**config.mk**
```make
export PLATFORM = sky130hd
export DESIGN_NAME = usb_tx_encoder
export DESIGN_NICKNAME = d
export VERILOG_FILES = /design/src/rtl/usb_tx_encoder.sv
export SDC_FILE = /design/constraint.sdc
export NUM_CORES = 1
export LEC_CHECK = 0
export BUFFER_PORTS_ARGS = -buffer_cell sky130_fd_sc_hd__buf_2
export CORE_ASPECT_RATIO = 0.7
export CORE_MARGIN = 1.5
export CORE_UTILIZATION = 58
export DETAILED_ROUTE_END_ITERATION = 10
export PLACE_DENSITY = 0.89
export SLEW_MARGIN = 5
export SYNTH_ARGS = -nofsm -noshare
export SYNTH_HDL_FRONTEND = slang
export SYNTH_SLANG_ARGS = --single-unit
```
**constraint.sdc**
```tcl
create_clock -name clk -period 2.5 [get_ports clk]
set_input_delay 0.5 -clock clk [delete_from_list [all_inputs] [get_ports clk]]
set_output_delay 0.5 -clock clk [all_outputs]
set_load 0.02 [all_outputs]
```
**src/rtl/usb_tx_encoder.sv**
```systemverilog
// rtl/usb_tx_encoder.sv - USB transmit encoder: NRZI, bit stuffing, SYNC/EOP framing (optional macro USB_TX_SYNC_GEN_EN)
module usb_tx_encoder #(
  parameter int CLKS_PER_BIT = 8
) (
  input  logic       clk,
  input  logic       n_rst,
  input  logic       tx_valid,
  input  logic [7:0] tx_data,
  input  logic       tx_last,
  output logic       tx_ready,
  output logic       tx_busy,
  output logic       tx_error,
  output logic       dplus_out,
  output logic       dminus_out
);

  localparam int CW = (CLKS_PER_BIT > 1) ? $clog2(CLKS_PER_BIT) : 1;
  localparam logic [CW-1:0] CNT_LAST = CW'(CLKS_PER_BIT - 1);
`ifdef USB_TX_SYNC_GEN_EN
  localparam logic [7:0] SYNC_BYTE = 8'h80;
`endif

  typedef enum logic [1:0] {
    IDLE = 2'd0,
    SYNC = 2'd1,
    DATA = 2'd2,
    EOP  = 2'd3
  } state_t;

  state_t        state;
  logic [CW-1:0] clk_cnt;
  logic [2:0]    bit_idx;
  logic [2:0]    ones_cnt;
  logic          stuffing;
  logic [7:0]    shift_data;
  logic          shift_last;
  logic [7:0]    hold_data;
  logic          hold_last;
  logic          hold_full;

  logic          accept;
  logic          bit_end;
  logic          stuff_due;
  logic          byte_end;
  logic          boundary;
  logic          have_next;
  logic [7:0]    next_byte;
  logic          next_last;
  logic          next_bit;
  logic          hold_load;
  logic          hold_take;

  assign tx_ready = ~hold_full;
  assign tx_busy  = (state != IDLE);

  // Decode next bit value, next byte source and holding register moves
  always_comb begin
    accept    = tx_valid && !hold_full;
    bit_end   = (clk_cnt == CNT_LAST);
    stuff_due = !stuffing && (ones_cnt == 3'd6);
    byte_end  = (bit_idx == 3'd7) && !stuff_due;
    have_next = hold_full || accept;
    next_byte = hold_full ? hold_data : tx_data;
    next_last = hold_full ? hold_last : tx_last;
    boundary  = bit_end && byte_end &&
                ((state == SYNC) || ((state == DATA) && !shift_last));

    // A byte arriving exactly at a boundary with the holding register empty
    // bypasses the holding register and goes straight into the shifter.
    hold_load = accept;
    hold_take = 1'b0;
    if (boundary) begin
      hold_load = 1'b0;
      hold_take = hold_full;
    end
`ifndef USB_TX_SYNC_GEN_EN
    if (state == IDLE) begin
      hold_load = 1'b0;
      hold_take = hold_full;
    end
`endif

    next_bit = 1'b0;
    case (state)
`ifdef USB_TX_SYNC_GEN_EN
      IDLE:    next_bit = SYNC_BYTE[0];
      SYNC:    next_bit = (bit_idx == 3'd7) ? next_byte[0] : SYNC_BYTE[bit_idx + 3'd1];
`else
      IDLE:    next_bit = next_byte[0];
`endif
      DATA:    next_bit = (bit_idx == 3'd7) ? next_byte[0] : shift_data[bit_idx + 3'd1];
      default: next_bit = 1'b0;
    endcase
  end

  // Framing FSM, bit timing, NRZI line drive and byte buffering
  always_ff @(posedge clk or negedge n_rst) begin
    if (!n_rst) begin
      state      <= IDLE;
      clk_cnt    <= '0;
      bit_idx    <= '0;
      ones_cnt   <= '0;
      stuffing   <= 1'b0;
      shift_data <= '0;
      shift_last <= 1'b0;
      hold_data  <= '0;
      hold_last  <= 1'b0;
      hold_full  <= 1'b0;
      tx_error   <= 1'b0;
      dplus_out  <= 1'b1;
      dminus_out <= 1'b0;
    end else begin
      tx_error <= 1'b0;

      if (hold_load) begin
        hold_full <= 1'b1;
        hold_data <= tx_data;
        hold_last <= tx_last;
      end else if (hold_take) begin
        hold_full <= 1'b0;
      end

      case (state)
        IDLE: begin
          clk_cnt    <= '0;
          bit_idx    <= '0;
          ones_cnt   <= '0;
          stuffing   <= 1'b0;
          dplus_out  <= 1'b1;
          dminus_out <= 1'b0;
          if (have_next) begin
`ifdef USB_TX_SYNC_GEN_EN
            state <= SYNC;
`else
            state      <= DATA;
            shift_data <= next_byte;
            shift_last <= next_last;
`endif
            // Line is J here, so the first bit is encoded relative to J
            if (next_bit) begin
              ones_cnt <= 3'd1;
            end else begin
              dplus_out  <= 1'b0;
              dminus_out <= 1'b1;
            end
          end
        end

`ifdef USB_TX_SYNC_GEN_EN
        SYNC: begin
          if (bit_end) begin
            clk_cnt <= '0;
            bit_idx <= bit_idx + 3'd1;
            if (bit_idx == 3'd7) begin
              state      <= DATA;
              shift_data <= next_byte;
              shift_last <= next_last;
            end
            if (next_bit) begin
              ones_cnt <= ones_cnt + 3'd1;
            end else begin
              ones_cnt   <= '0;
              dplus_out  <= ~dplus_out;
              dminus_out <= ~dminus_out;
            end
          end else begin
            clk_cnt <= clk_cnt + CW'(1);
          end
        end
`endif

        DATA: begin
          if (bit_end) begin
            clk_cnt <= '0;
            if (stuff_due) begin
              // Sixth consecutive 1 just went out: insert a forced transition
              stuffing   <= 1'b1;
              ones_cnt   <= '0;
              dplus_out  <= ~dplus_out;
              dminus_out <= ~dminus_out;
            end else if (byte_end && (shift_last || !have_next)) begin
              // Normal end of packet, or underrun abort when nothing follows
              state      <= EOP;
              bit_idx    <= '0;
              ones_cnt   <= '0;
              stuffing   <= 1'b0;
              dplus_out  <= 1'b0;
              dminus_out <= 1'b0;
              tx_error   <= !shift_last;
            end else begin
              stuffing <= 1'b0;
              bit_idx  <= bit_idx + 3'd1;
              if (bit_idx == 3'd7) begin
                shift_data <= next_byte;
                shift_last <= next_last;
              end
              if (next_bit) begin
                ones_cnt <= ones_cnt + 3'd1;
              end else begin
                ones_cnt   <= '0;
                dplus_out  <= ~dplus_out;
                dminus_out <= ~dminus_out;
              end
            end
          end else begin
            clk_cnt <= clk_cnt + CW'(1);
          end
        end

        EOP: begin
          if (bit_end) begin
            clk_cnt <= '0;
            if (bit_idx == 3'd2) begin
              state      <= IDLE;
              bit_idx    <= '0;
              dplus_out  <= 1'b1;
              dminus_out <= 1'b0;
            end else begin
              bit_idx <= bit_idx + 3'd1;
              // Two SE0 periods, then one J period
              if (bit_idx == 3'd1) begin
                dplus_out  <= 1'b1;
                dminus_out <= 1'b0;
              end
            end
          end else begin
            clk_cnt <= clk_cnt + CW'(1);
          end
        end

        default: state <= IDLE;
      endcase
    end
  end

endmodule
```
Yosys cells after proc, flatten, opt, wreduce, memory -nomap -nowiden --
Index checks and enable logic that the tools add are counted.
Word-level totals: output and inout port bits 5, logic and storage cells 138, bits in registers 34, input bits 12
Operators by class: $add $sub $neg 3, bitwise logic cells 3, muxes and demuxes 73, $lt $le $gt $ge 1, reductions and logical operators 27, equal/unequal tests 18
Operators with widths (count):
- 8-bit 2-to-1 mux | 6
- 1-bit 2-to-1 mux | 40
- 3-bit 2-to-1 mux | 10
- 8-bit one-hot mux with 2 select lines | 1
- 2-bit 2-to-1 mux | 6
- 2-bit != test (second input constant) | 6
- 3-bit one-hot mux with 2 select lines | 2
- 6-bit AND reduction | 2
- 3-bit by 1-bit adder with 3-bit output (second input constant) | 3
- 3-bit equality test (second input constant) | 3
- 3-bit one-hot mux with 3 select lines | 1
- 2-bit nonzero test | 4
- 1-bit logical AND | 7
- 1-bit one-hot mux with 2 select lines | 3
- 1-bit one-hot mux with 3 select lines | 2
- 2-bit one-hot mux with 3 select lines | 1
- 1-bit logical NOT | 5
- 5-bit AND reduction | 1
- 2-bit equality test (second input constant) | 2
- 3-bit by 4-bit less-than comparator with 1-bit output (second input constant) | 1
- 2-bit by 1-bit != test with 1-bit output (second input constant) | 2
- 4-bit by 3-bit != test with 1-bit output (second input constant) | 1
- 4-bit AND reduction | 1
- 1-bit binary-select mux with 3-bit select | 1
- 10 further kinds | 14

Depth between registers and ports, before layout --
word-level depth 10, depth in mapped cells 8, gate-level depth less buffers 7

Worst setup path before layout --
No wires, ideal clock.
path kind reg-to-reg, start reg bit_idx[0], end reg ones_cnt[2], stages on the path, launching flop included 7, library setup time 64 ps, data arrival time 1982 ps, period minus slack after synthesis 2046 ps, path buffers 0, required time 2436 ps, path slack 454 ps, cells stage by stage dfrtp_1 > ha_1 > ha_1 > mux4_2 > a221o_1 > o21bai_1 > a22o_2
On the way: cells in the longest elaborated chain, start to end 10, elaborated cells on any way between the ends 13, those cells by class add/sub: 1; eq/ne: 1; mux: 9; reduce/logical: 2
Ends and longest elaborated chain:
- start, declared | line 32 | logic [2:0] bit_idx;
- start signal, assigned | line 192 | bit_idx <= bit_idx + 3'd1;
- start signal, assigned | line 219 | bit_idx <= bit_idx + 3'd1;
- 3-bit by 1-bit adder with 3-bit output | line 91 | DATA: next_bit = (bit_idx == 3'd7) ? next_byte[0] : shift_data[bit_idx + 3'd1];
- 1-bit binary-select mux with 3-bit select | line 91
- 1-bit 2-to-1 mux (not written as such) | line 91
- 1-bit 2-to-1 mux | line 91
- 1-bit one-hot mux with 2 select lines | line 84 | case (state)
- 3-bit 2-to-1 mux | line 197 | if (next_bit) begin
- 3-bit 2-to-1 mux * | line 181 | end else if (byte_end && (shift_last || !have_next)) begin
- 3-bit 2-to-1 mux * | line 175 | if (stuff_due) begin
- 3-bit 2-to-1 mux * | line 173 | if (bit_end) begin
- 3-bit one-hot mux with 2 select lines * | line 123 | case (state)
- end signal, assigned | line 198 | ones_cnt <= ones_cnt + 3'd1;
- end, declared | line 33 | logic [2:0] ones_cnt;
Mark *: on every way between the ends. The rest lies on a longest branch, timed or not. The select of a mux whose other input is x is not followed. A chain may end at the register's enable or synchronous reset.

Final worst setup path --
start reg bit_idx[1], end reg shift_data[7]
On the way: cells in the longest elaborated chain, start to end 5, elaborated cells on any way between the ends 6, those cells by class eq/ne: 3; reduce/logical: 3
Ends and longest elaborated chain:
- 3-bit equality test * | line 61, 193
- 1-bit logical AND | line 61 | byte_end = (bit_idx == 3'd7) && !stuff_due;
- 1-bit logical AND | line 181
- 2-bit != test (no line)
- 6-bit AND reduction (no line) *
- end signal, assigned | line 136 | shift_data <= next_byte;
- end signal, assigned | line 194 | shift_data <= next_byte;
- end, declared | line 35 | logic [7:0] shift_data;
Mark *: on every way between the ends. The rest lies on a longest branch, timed or not.

==> impl_metrics.json <==
{
  "clk_latency_ns": 0.29,
  "path_buf_inv": 0,
  "r2r_start": "bit_idx[1]$_DFFE_PN0P_",
  "synth_adder_area_share_pct": 5.44,
  "clkPwrFrac_pct": 19.1,
  "cts_buffer_depth": 2,
  "routabilityCongestion": 0.951,
  "post-route-period-util_pct": 88.9,
  "synth-main-ff-cell": "dfrtp_1",
  "yosysUniqueCellTypes": 40,
  "clkTransAtPathRegs_ns": 0.07,
  "synth_compound_area_share_pct": 16.5,
  "post-cts-setup-buffer-count": 0,
  "grt_usage_pct": 24.3,
  "final-setup-viol-count": 0,
  "synth.area.mux_share_pct": 15.0,
  "synth-seq-cells": 34,
  "ios": 17,
  "dieHeight_um": 50.1,
  "intPower_uw": 1620,
  "final_common_cell": "dfrtp_1",
  "timing.final.crit_period_ns": 2.22,
  "seq_power_share_pct": 38.3,
  "crit_path_start": "bit_idx[1]$_DFFE_PN0P_",
  "clock_sinks": 34,
  "cp-start-kind": "register",
  "drt_iter0_drc": 149,
  "grt_pass1_vias": 1412,
  "grt_pass1_wl_um": 6530,
  "status": "finished clean",
  "numCtsBuffers": 5,
  "power_density_mw_per_mm2": 1240,
  "fillers": 213,
  "slowest_stage": "a211oi_4",
  "wire_per_inst_um": 16.9,
  "die_area_mm2": 0.00352,
  "critPathTopFamily": "compound AO/OA/AOI/OAI gates",
  "critPathCaptureType": "register",
  "max_clock_freq_ghz": 0.450,
  "num-nets-final": 210,
  "timing.final.max_slew_violations": 0,
  "synth_xor_area_share_pct": 0,
  "synthSimpleGateAreaFrac_pct": 13.3,
  "portBuffers": 16,
  "antenna_left": 0,
  "synth.area.top_cells": "dfrtp_1, mux2i_1, mux2_2, ha_1, a21oi_1",
  "dp_cells": 219,
  "grt_start_max_net_pins": 35,
  "drt-vias-per-instance": 6.20,
  "dr_total_vias": 1407,
  "drv_cap": 0,
  "drc": 0,
  "tightest_slew_ns": 0.733,
  "core-area_mm2": 0.00290,
  "netSwitchingPower_uw": 927,
  "drt_pass1_iterations": 4,
  "worstSetupPathType": "register to register",
  "place_hpwl_um": 2760,
  "drive_gt1_share_pct": 23.0,
  "async_reset_ff_share_pct": 100,
  "p_leak_uw": 0.00100,
  "syn_area_mm2": 0.00184,
  "die_x_um": 70.3,
  "synthCells": 171,
  "path_cells": "ha_1 > ha_1 > nand4b_1 > a211oi_4 > nor2_1 > a21oi_1",
  "cts_resized": 0,
  "switching_share_pct": 36.4,
  "num_antenna_cells": 0,
  "final_cells": 227,
  "ys_warn_count": 0,
  "critPathRequiredTime_ns": 2.72,
  "synth-edff-count": 0,
  "pwr-share-comb_pct": 42.6,
  "num_rows": 16,
  "syn_to_final_growth_pct": 12.0,
  "totalWireLength_um": 3830,
  "yosysTopAreaCellShare_pct": 44.9,
  "final_cell_mix": "dfrtp_1, buf_2, nor2_1, mux2i_1, nand2_1",
  "initial_core_util_pct": 63.4,
  "reg2reg_setup_slack_ns": 0.28,
  "synth_top_family_by_area": "compound AO/OA/AOI/OAI gates",
  "cpPeakStageDelay_ns": 0.72,
  "syn_avg_cell_area_um2": 10.8,
  "path_max_fanout": 18,
  "antenna_found_initial": 0,
  "h-tree-depth": 2,
  "synth_top_cell_by_area": "dfrtp_1",
  "finalClockSkew_ns": 0.00631,
  "rsz0062_at_grt": "false",
  "cts_root_buf": "clkbuf_8",
  "cts_tree": "yes",
  "hold_buffers": 0,
  "crit_arrival_ns": 2.44,
  "syn_nets": 191,
  "grt_overflow_total": 0,
  "ys_seq_area_share_pct": 46.3,
  "finalSetupTns_ns": 0,
  "finalHoldViolCount": 0,
  "crit_top_cell": "ha_1",
  "max-vdd-ir-drop_uv": 694,
  "hold_class": "input pin to asynchronous set/reset pin",
  "slew_headroom_pct": 51.1
}
==> power groups by stage <==
stage	clock [uW]	combinational (uW)	sequential (uW)
floorplan	0	844	937
global placement	0	998	956
detailed placement	0	1070	977
CTS	493	1080	974
global route	518	1190	1010
finish	487	1080	975
==> logic make-up (layout without fill, tap and decap cells) <==
| group | count (synthesis) | in the layout |
|---|---|---|
| flops | 34 | 34 |
| mux | 25 | 25 |
| buf+inv | 14 | 34 |
| compound gates | 41 | 41 |
| fa+ha+maj | 8 | 8 |
| simple gates | 49 | 49 |
==> metrics by stage <==
| step | setup slack, ns | total power, uW | hold WS, ns | utilization [%] | instance area [um2] |
|---|---|---|---|---|---|
| finish | 0.278 | 2550 | 0.273 | 70.9 | 2060 |
| global route | 0.0939 | 2720 | 0.335 | 70.9 | 2060 |
| CTS | 0.275 | 2550 | 0.300 | 70.9 | 2060 |
| detailed placement | 0.361 | 2050 | 0.485 | 67.3 | 1950 |
| global placement | 0.444 | 1950 | 0.468 | 67.3 | 1950 |
| floorplan | 0.454 | 1780 | 0.204 | - | 1840 |
==> routing by layer <==
metal  routed length (um)  up-vias  track usage (%)
met5                    0        -                0
met4                  149        0             13.5
met3                  335       20             6.54
met2                 1820       73             37.9
met1                 1520      668             30.9
li1                     -      646                -
==> final cells by class <==
cell class                      instances  area (um2)  area share (%)
Clock buffer                            7        76.3            3.71
Clock inverter                          1        30.0            1.46
Inverter                                6        22.5            1.09
Multi-Input combinational cell        123         923            44.8
Sequential cell                        34         852            41.4
Tap cell                               36        45.0            2.19
Timing Repair Buffer                   20         110            5.35
==> Yosys cell counts (2+ instances only) <==
cell type and count:
nand2_1 13, inv_1 6, dfrtp_1 33, mux2i_1 13
nand4b_1 2, nor2b_1 4, o211ai_1 2, nand2b_1 5
o21ai_0 9, nor2_1 14, a22o_1 3, ha_1 8
o31ai_1 3, o31a_1 2, a21oi_1 12, nor3_1 4
mux2_2 11, clkbuf_1 5
==> registers in the layout, indices dropped and copies added (netlist names) <==
register    count
shift_data      8
hold_full       1
dminus_out      1
ones_cnt        3
hold_last       1
clk_cnt         3
dplus_out       1
tx_error        1
state           2
stuffing        1
shift_last      1
hold_data       8
bit_idx         3
==> final timing paths <==
path,end,depth (start not counted)
setup / recovery,shift_data[7]$_DFFE_PN0P_,6
hold / removal,ones_cnt[0]$_DFFE_PN0P_,1
setup reg to reg,shift_data[7]$_DFFE_PN0P_,6
hold reg to reg,clk_cnt[1]$_DFFE_PN0P_,2
max in group asynchronous,dminus_out$_DFFE_PN0P_,1
min in group clk,tx_error$_DFF_PN0_,2
No activity file was read; power rests on OpenSTA's default activity.
